`src/rtl/axil_slv_regfile.sv`:
```
// axil_slv_regfile: AXI4-Lite register file; last register is a read-only ID.
// Define AXIL_SLV_REGFILE_SLVERR_EN to answer SLVERR on out-of-range or ID-register writes.
module axil_slv_regfile #(
  parameter int          ADDR_W = 8,
  parameter int          NREGS  = 16,
  parameter logic [31:0] ID_VAL = 32'hA5C0_0001
) (
  input  logic              aclk,
  input  logic              aresetn,
  input  logic [ADDR_W-1:0] s_awaddr,
  input  logic              s_awvalid,
  output logic              s_awready,
  input  logic [31:0]       s_wdata,
  input  logic [3:0]        s_wstrb,
  input  logic              s_wvalid,
  output logic              s_wready,
  output logic [1:0]        s_bresp,
  output logic              s_bvalid,
  input  logic              s_bready,
  input  logic [ADDR_W-1:0] s_araddr,
  input  logic              s_arvalid,
  output logic              s_arready,
  output logic [31:0]       s_rdata,
  output logic [1:0]        s_rresp,
  output logic              s_rvalid,
  input  logic              s_rready
);
  localparam int IW = $clog2(NREGS);
  localparam logic [1:0] OKAY = 2'b00;
`ifdef AXIL_SLV_REGFILE_SLVERR_EN
  localparam logic [1:0] ERR = 2'b10;
`else
  localparam logic [1:0] ERR = 2'b00;
`endif
  typedef enum logic [1:0] {W_IDLE, W_WAIT, W_RESP} wstate_t;
  wstate_t        state_q, state_d;
  logic [31:0]    regs_q [NREGS];
  logic           rdy_q, aw_held_q, w_held_q, aw_ok_q, rvalid_q;
  logic [IW-1:0]  aw_idx_q;
  logic [31:0]    wdata_q, rdata_q;
  logic [3:0]     wstrb_q;
  logic [1:0]     bresp_q, rresp_q;
  logic           aw_fire, w_fire, b_fire, ar_fire, r_fire, commit, wr_ok, ar_ok;
  logic [IW-1:0]  ar_idx;

  function automatic logic in_range(input logic [ADDR_W-1:0] a);
    return {1'b0, a} < (ADDR_W+1)'(NREGS*4);
  endfunction

  assign s_bvalid  = (state_q == W_RESP);
  assign s_awready = rdy_q & ~aw_held_q & ~s_bvalid;
  assign s_wready  = rdy_q & ~w_held_q & ~s_bvalid;
  assign s_arready = rdy_q & ~rvalid_q;
  assign s_bresp   = bresp_q;
  assign s_rvalid  = rvalid_q;
  assign s_rdata   = rdata_q;
  assign s_rresp   = rresp_q;
  assign aw_fire   = s_awvalid & s_awready;
  assign w_fire    = s_wvalid & s_wready;
  assign b_fire    = s_bvalid & s_bready;
  assign ar_fire   = s_arvalid & s_arready;
  assign r_fire    = rvalid_q & s_rready;
  assign commit    = (state_q == W_WAIT) & aw_held_q & w_held_q;
  assign wr_ok     = aw_ok_q & (aw_idx_q != IW'(NREGS-1));
  assign ar_idx    = s_araddr[IW+1:2];
  assign ar_ok     = in_range(s_araddr);

  always_comb begin
    state_d = (state_q == W_IDLE && (aw_fire || w_fire)) ? W_WAIT :
              commit ? W_RESP :
              b_fire ? W_IDLE : state_q;
  end

  always_ff @(posedge aclk) begin
    if (!aresetn) begin
      state_q   <= W_IDLE;
      rdy_q     <= 1'b0;
      aw_held_q <= 1'b0;
      w_held_q  <= 1'b0;
      aw_ok_q   <= 1'b0;
      aw_idx_q  <= '0;
      wdata_q   <= '0;
      wstrb_q   <= '0;
      bresp_q   <= OKAY;
      rvalid_q  <= 1'b0;
      rdata_q   <= '0;
      rresp_q   <= OKAY;
      for (int i = 0; i < NREGS; i++) regs_q[i] <= (i == NREGS-1) ? ID_VAL : 32'h0;
    end else begin
      rdy_q   <= 1'b1;
      state_q <= state_d;
      if (aw_fire) begin
        aw_held_q <= 1'b1;
        aw_idx_q  <= s_awaddr[IW+1:2];
        aw_ok_q   <= in_range(s_awaddr);
      end else if (b_fire) aw_held_q <= 1'b0;
      if (w_fire) begin
        w_held_q <= 1'b1;
        wdata_q  <= s_wdata;
        wstrb_q  <= s_wstrb;
      end else if (b_fire) w_held_q <= 1'b0;
      if (commit) begin
        bresp_q <= wr_ok ? OKAY : ERR;
        if (wr_ok)
          for (int b = 0; b < 4; b++)
            if (wstrb_q[b]) regs_q[aw_idx_q][8*b +: 8] <= wdata_q[8*b +: 8];
      end
      // regs_q is sampled before any same-edge commit, so a racing read sees the old value
      if (ar_fire) begin
        rvalid_q <= 1'b1;
        rdata_q  <= ar_ok ? regs_q[ar_idx] : 32'h0;
        rresp_q  <= ar_ok ? OKAY : ERR;
      end else if (r_fire) rvalid_q <= 1'b0;
    end
  end
endmodule

```
`config.mk`:
```
export PLATFORM = sky130hd
export DESIGN_NAME = axil_slv_regfile
export DESIGN_NICKNAME = d
export VERILOG_FILES = /design/src/rtl/axil_slv_regfile.sv
export SDC_FILE = /design/constraint.sdc
export NUM_CORES = 1
export LEC_CHECK = 0
export CORE_UTILIZATION = 45
export DETAILED_ROUTE_END_ITERATION = 8
export PLACE_DENSITY = 0.76
export SLEW_MARGIN = 10
export SYNTH_ARGS = -nofsm -noshare
export SYNTH_HDL_FRONTEND = slang
export SYNTH_SLANG_ARGS = --single-unit
export TNS_END_PERCENT = 50
```
`constraint.sdc`:
```
create_clock -name aclk -period 1.97 [get_ports aclk]
set_input_delay 0.394 -clock aclk [delete_from_list [all_inputs] [get_ports aclk]]
set_output_delay 0.394 -clock aclk [all_outputs]
set_load 0.05 [all_outputs]
```
======== Word-level counts from Yosys, hierarchy flattened ========
Memory sizes are Yosys's and may differ from the RTL's.
Cells that the tools add are included.
word-level totals
  output and inout bits ................... 41
  memories kept ........................... 1
  logic and storage cells ................. 79
  bits of input ports ..................... 59
  bits in writable memories ............... 512
  flip-flop bits (word level) ............. 79
memory list
  name    words  width  rd ports  clocked after memory_dff  wr ports  line  text
  regs_q  16     32     1         0                         16        37    logic [31:0] regs_q [NREGS];
operators by class
  bitwise operators ....................... 18
  order comparisons ....................... 2
  equal/unequal tests ..................... 3
  multiplexer cells ....................... 34
  reduce and logical (&&, ||, !) cells .... 10
operators with widths
  cell                                                  count
  2-to-1 mux 32 bit                                     2
  OR reduction 32 bit                                   1
  2-to-1 mux 1 bit                                      28
  < comparator 8 x 7 -> 1 bit (second input constant)   2
  AND 1 bit                                             13
  2-to-1 mux 4 bit                                      2
  nonzero test 2 bit                                    4
  NOT 1 bit                                             5
  2-to-1 mux 2 bit                                      2
  inequality test 4 bit (second input constant)         1
  nonzero test 3 bit                                    1
  equality test 2 x 1 -> 1 bit (second input constant)  1
  equality test 2 bit (second input constant)           1
  zero test 2 bit                                       1
  OR reduction 2 bit                                    1
  logical AND 1 bit                                     1
  logical OR 1 bit                                      1

======== Logic depth before layout (Yosys ltp) ========
  word-level depth ........................ 8
  gate-level depth with buffers ........... 7
  gate-level depth less buffers ........... 5

======== Worst setup path after synthesis ========
No wires, ideal clock.
  kind .................................... reg-to-reg
  from .................................... register state_q[1]
  to ...................................... memory regs_q[7][0], enable pin
  path buffers ............................ 2
  stages on the path, launching flop included .. 6
  data required time ...................... 1.586 ns
  library setup time ...................... 0.384 ns
  path slack .............................. -0.163 ns
  arrival time ............................ 1.748 ns
  clock period less this slack ............ 2.133 ns
  path through ............................ dfxtp_1 > and4b_1 > buf_4 > nand4_4 > buf_2 > o21ai_0
RTL lines
  item                      line  text
  start: declaration        36    wstate_t state_q, state_d;
  start signal: assignment  91    state_q <= state_d;
  end: declaration          37

======== Final worst setup path ========
  from .................................... register state_q[0]
  to ...................................... output s_awready
between the ends
  cells in the longest elaborated chain, start to end .. 3
RTL lines
  item                 line  text
  equality test 2 bit  50    assign s_bvalid = (state_q == W_RESP);
  NOT 1 bit            51    assign s_awready = rdy_q & ~aw_held_q & ~s_bvalid;
  AND 1 bit            51
  end: declaration     12    output logic s_awready,
No other way between the ends.

==> flow_metrics.py <==
metrics = {
    "timing": {
        "slew_headroom": 0.533,
        "tightest_slew_ps": 699,
        "fin_crit_sh": 1.04,
        "hold_viol": 0,
        "fin_skew_ps": 31.1,
        "min_period_ps": 2060,
        "timing.hold.ws_ps": 195,
        "fmax_mhz": 486,
        "rsz0062_at_grt": "true",
        "slew_viol_final": 0,
        "setup_ws_ps": -86.3,
        "finalSetupViolCount": 2,
    },
    "setup_path": {
        "r2r_start": "state_q[1]$_SDFFE_PP0P_",
        "regToRegEndpoint": "regs_q[3][14]$_SDFFCE_PN0P_",
        "r2r_slack_ps": 60,
        "setup.worst_path.class": "flop to output port",
        "slowest_delay_ps": 330,
        "ff2ff_path_depth": 6,
        "cp_slowest_cell": "dfxtp_1",
        "cp.arrival_ps": 1660,
        "crit_path_end_kind": "output port",
        "worstPathRequired_ps": 1580,
        "cp_cell_sequence": "buf_4 -> nand2b_1 -> nand2_1 -> nor2_2 -> buf_12",
        "cp_max_fo": 5,
        "start_kind": "flop",
    },
    "pwr": {
        "ir_worst_vdd_mv": 0.744,
        "p_leak_uw": 0.0117,
        "p_total_uw": 26600,
        "power.density_nw_per_um2": 867,
    },
    "routing": {
        "first_iter_violations": 1404,
        "drtAntennaViolNets": 0,
        "avgRoutedWirePerCell_um": 22.1,
        "drc": 0,
        "vias": 15400,
        "wl_mm": 61.6,
        "vias_per_cell": 5.51,
        "dr.pass1.iters": 5,
    },
    "final_layout": {
        "finalCoreUtilization": 0.541,
        "final_cell_mix": "edfxtp_1 (512), and2_1 (449), buf_4 (141)",
        "area_delta_synth_final_pct": 17.7,
        "fill_cells": 4532,
        "layout.nets": 2044,
        "drive_gt1_frac": 0.224,
        "stdcell_count": 2789,
        "diodes": 0,
        "final_common_cell": "edfxtp_1",
    },
    "yosys": {
        "synth_seq_area_share": 0.650,
        "avgSynthCellArea_um2": 14.6,
        "yosys_warnings": 0,
        "ys_top_cells_by_area": "edfxtp_1 (59%), mux4_2 (11%), and2_1 (11%), dfxtp_1 (6.1%), mux2i_1 (2.6%)",
        "netlist_area_um2": 26100,
        "synth_top_area_frac": 0.589,
        "synth_cell_types": 31,
        "ys_seq_elements": 591,
        "synth_largest_area_cell": "edfxtp_1",
        "syn-instance-count": 1781,
    },
    "clock_network": {
        "clockRootBuffer": "clkbuf_16",
        "clkTransAtPathRegs_ps": 60,
        "cts_tree": "yes",
        "h-tree-depth": 2,
        "insertion_delay_ps": 630,
        "cts_buffers": 56,
        "clockBufferDepth": 3,
        "cts_sinks": 591,
    },
    "worst_hold_path": {
        "worstHoldPathType": "primary input to flop",
        "hold_depth": 2,
        "worstHoldStart": "aresetn",
        "whs_endpoint": "rdy_q$_DFF_P_",
    },
    "global_route": {
        "grt_max_degree": 68,
        "grt_pass1_vias": 16000,
        "grt_pass1_wl_mm": 93.1,
        "gr-total-overflow": 0,
        "antenna_found_initial": 0,
        "grt.total_usage": 0.210,
    },
    "placement": {
        "post-dp-hpwl_mm": 40.0,
        "io_buffers": 91,
        "dp.cells": 2682,
        "pre_cts_slack_ps": -159,
        "place.gp.congestion": 0.835,
    },
    "floorplanning": {
        "die_area_um2": 58900,
        "die-height_um": 243,
        "num_rows": 87,
        "start_util": 0.459,
        "die_w_um": 243,
        "coreArea_um2": 56800,
        "pin_count": 100,
    },
    "flow_run": {
        "cap_viol_max_count": 0,
    },
    "status": {
        "status": "complete, but fails checks",
        "violations": "negative setup slack",
    },
}
## flip-flops by register name, indices dropped and copies added (netlist names), 2 cells and up
| register | flops |
|---|---|
| aw_idx_q | 4 |
| state_q | 2 |
| wstrb_q | 4 |
| s_rdata | 32 |
| regs_q | 512 |
| wdata_q | 32 |
## per-layer routing
layer  global-route usage  up-vias  wire length [um]
met5                    0        -                 0
met4               0.0623        0              1540
met3               0.0330       95              4250
met2                0.360      553             30800
met1                0.276     7845             25100
li1                     -     6886                 -
## cell families (layout without fill, tap and decap cells)
family / count (synthesis) / count (layout) / synth area share
compound gates: 131 / 131 / 0.0299
buf+inv: 127 / 345 / 0.0236
simple gates: 734 / 734 / 0.160
flops: 591 / 591 / 0.650
mux: 196 / 196 / 0.137
other cells: 2 / 36 / 0.000288
## how the worst max path moves through the flow
stage,from,end,slack [ps]
6_report,state_q[0]$_SDFFE_PN0P_,s_awready,-90
3_5_place_dp,s_araddr[3],s_rdata[16]$_SDFFE_PN0P_,-160
5_1_grt,state_q[0]$_SDFFE_PN0P_,s_awready,-150
4_1_cts,state_q[0]$_SDFFE_PN0P_,s_awready,-120
2_1_floorplan,state_q[1]$_SDFFE_PP0P_,regs_q[7][0]$_SDFFCE_PN0P_,-160
3_3_place_gp,s_araddr[3],s_rdata[16]$_SDFFE_PN0P_,-140
## timing repair
action | 4_1_cts | 5_1_grt
gates resized for setup | 21 | 43
endpoints found under the setup margin | 401 | 367
pin swaps | 0 | 0
buffers inserted | 1 | 0
cloned | 0 | 0
hold buffers | 0 | 0
## worst max-delay path: cells and delay by family, from the launching register on
family	cells	cell delay [ps]
flops	1	330
simple gates	3	460
buf+inv	2	270
## power by group
group,switching [uW],internal [uW]
logic,959,827
clock network,4640,5920
registers,281,14000
total,5880,20700
## cells in the mapped netlist (all sizes together)
cell type,instances
conb,2
mux4,128
dfxtp,79
nand2b,2
buf,53
and2,449
and4,1
nand3,6
nor2,133
and3,32
inv,6
nand2,92
mux2i,68
or3,1
nand4,6
and4b,2
edfxtp,512
a211o,33
clkbuf,68
nor4b,1
and3b,1
nor2b,5
nand4b,3
o21ai,56
a21oi,42
## through the flow
stage / setup TNS (ps) / cell area, um2
floorplan: -43900 / 26200
global placement: -2440 / 28800
detailed placement: -10170 / 28800
CTS: -222 / 30600
global route: -1100 / 30700
finish: -153 / 30700
## final cells by class
cell class | instances | area (um2) | area share
flip-flops and latches | 591 | 17000 | 0.552
multi-input cells | 1097 | 8750 | 0.285
repair buffers | 233 | 2250 | 0.0733
clock buffers | 74 | 1510 | 0.0492
well taps | 756 | 946 | 0.0308
clock inverters | 32 | 270 | 0.00880
inverters | 6 | 22.5 | 0.000733
Note: power is estimated with default switching activity, not from simulation.
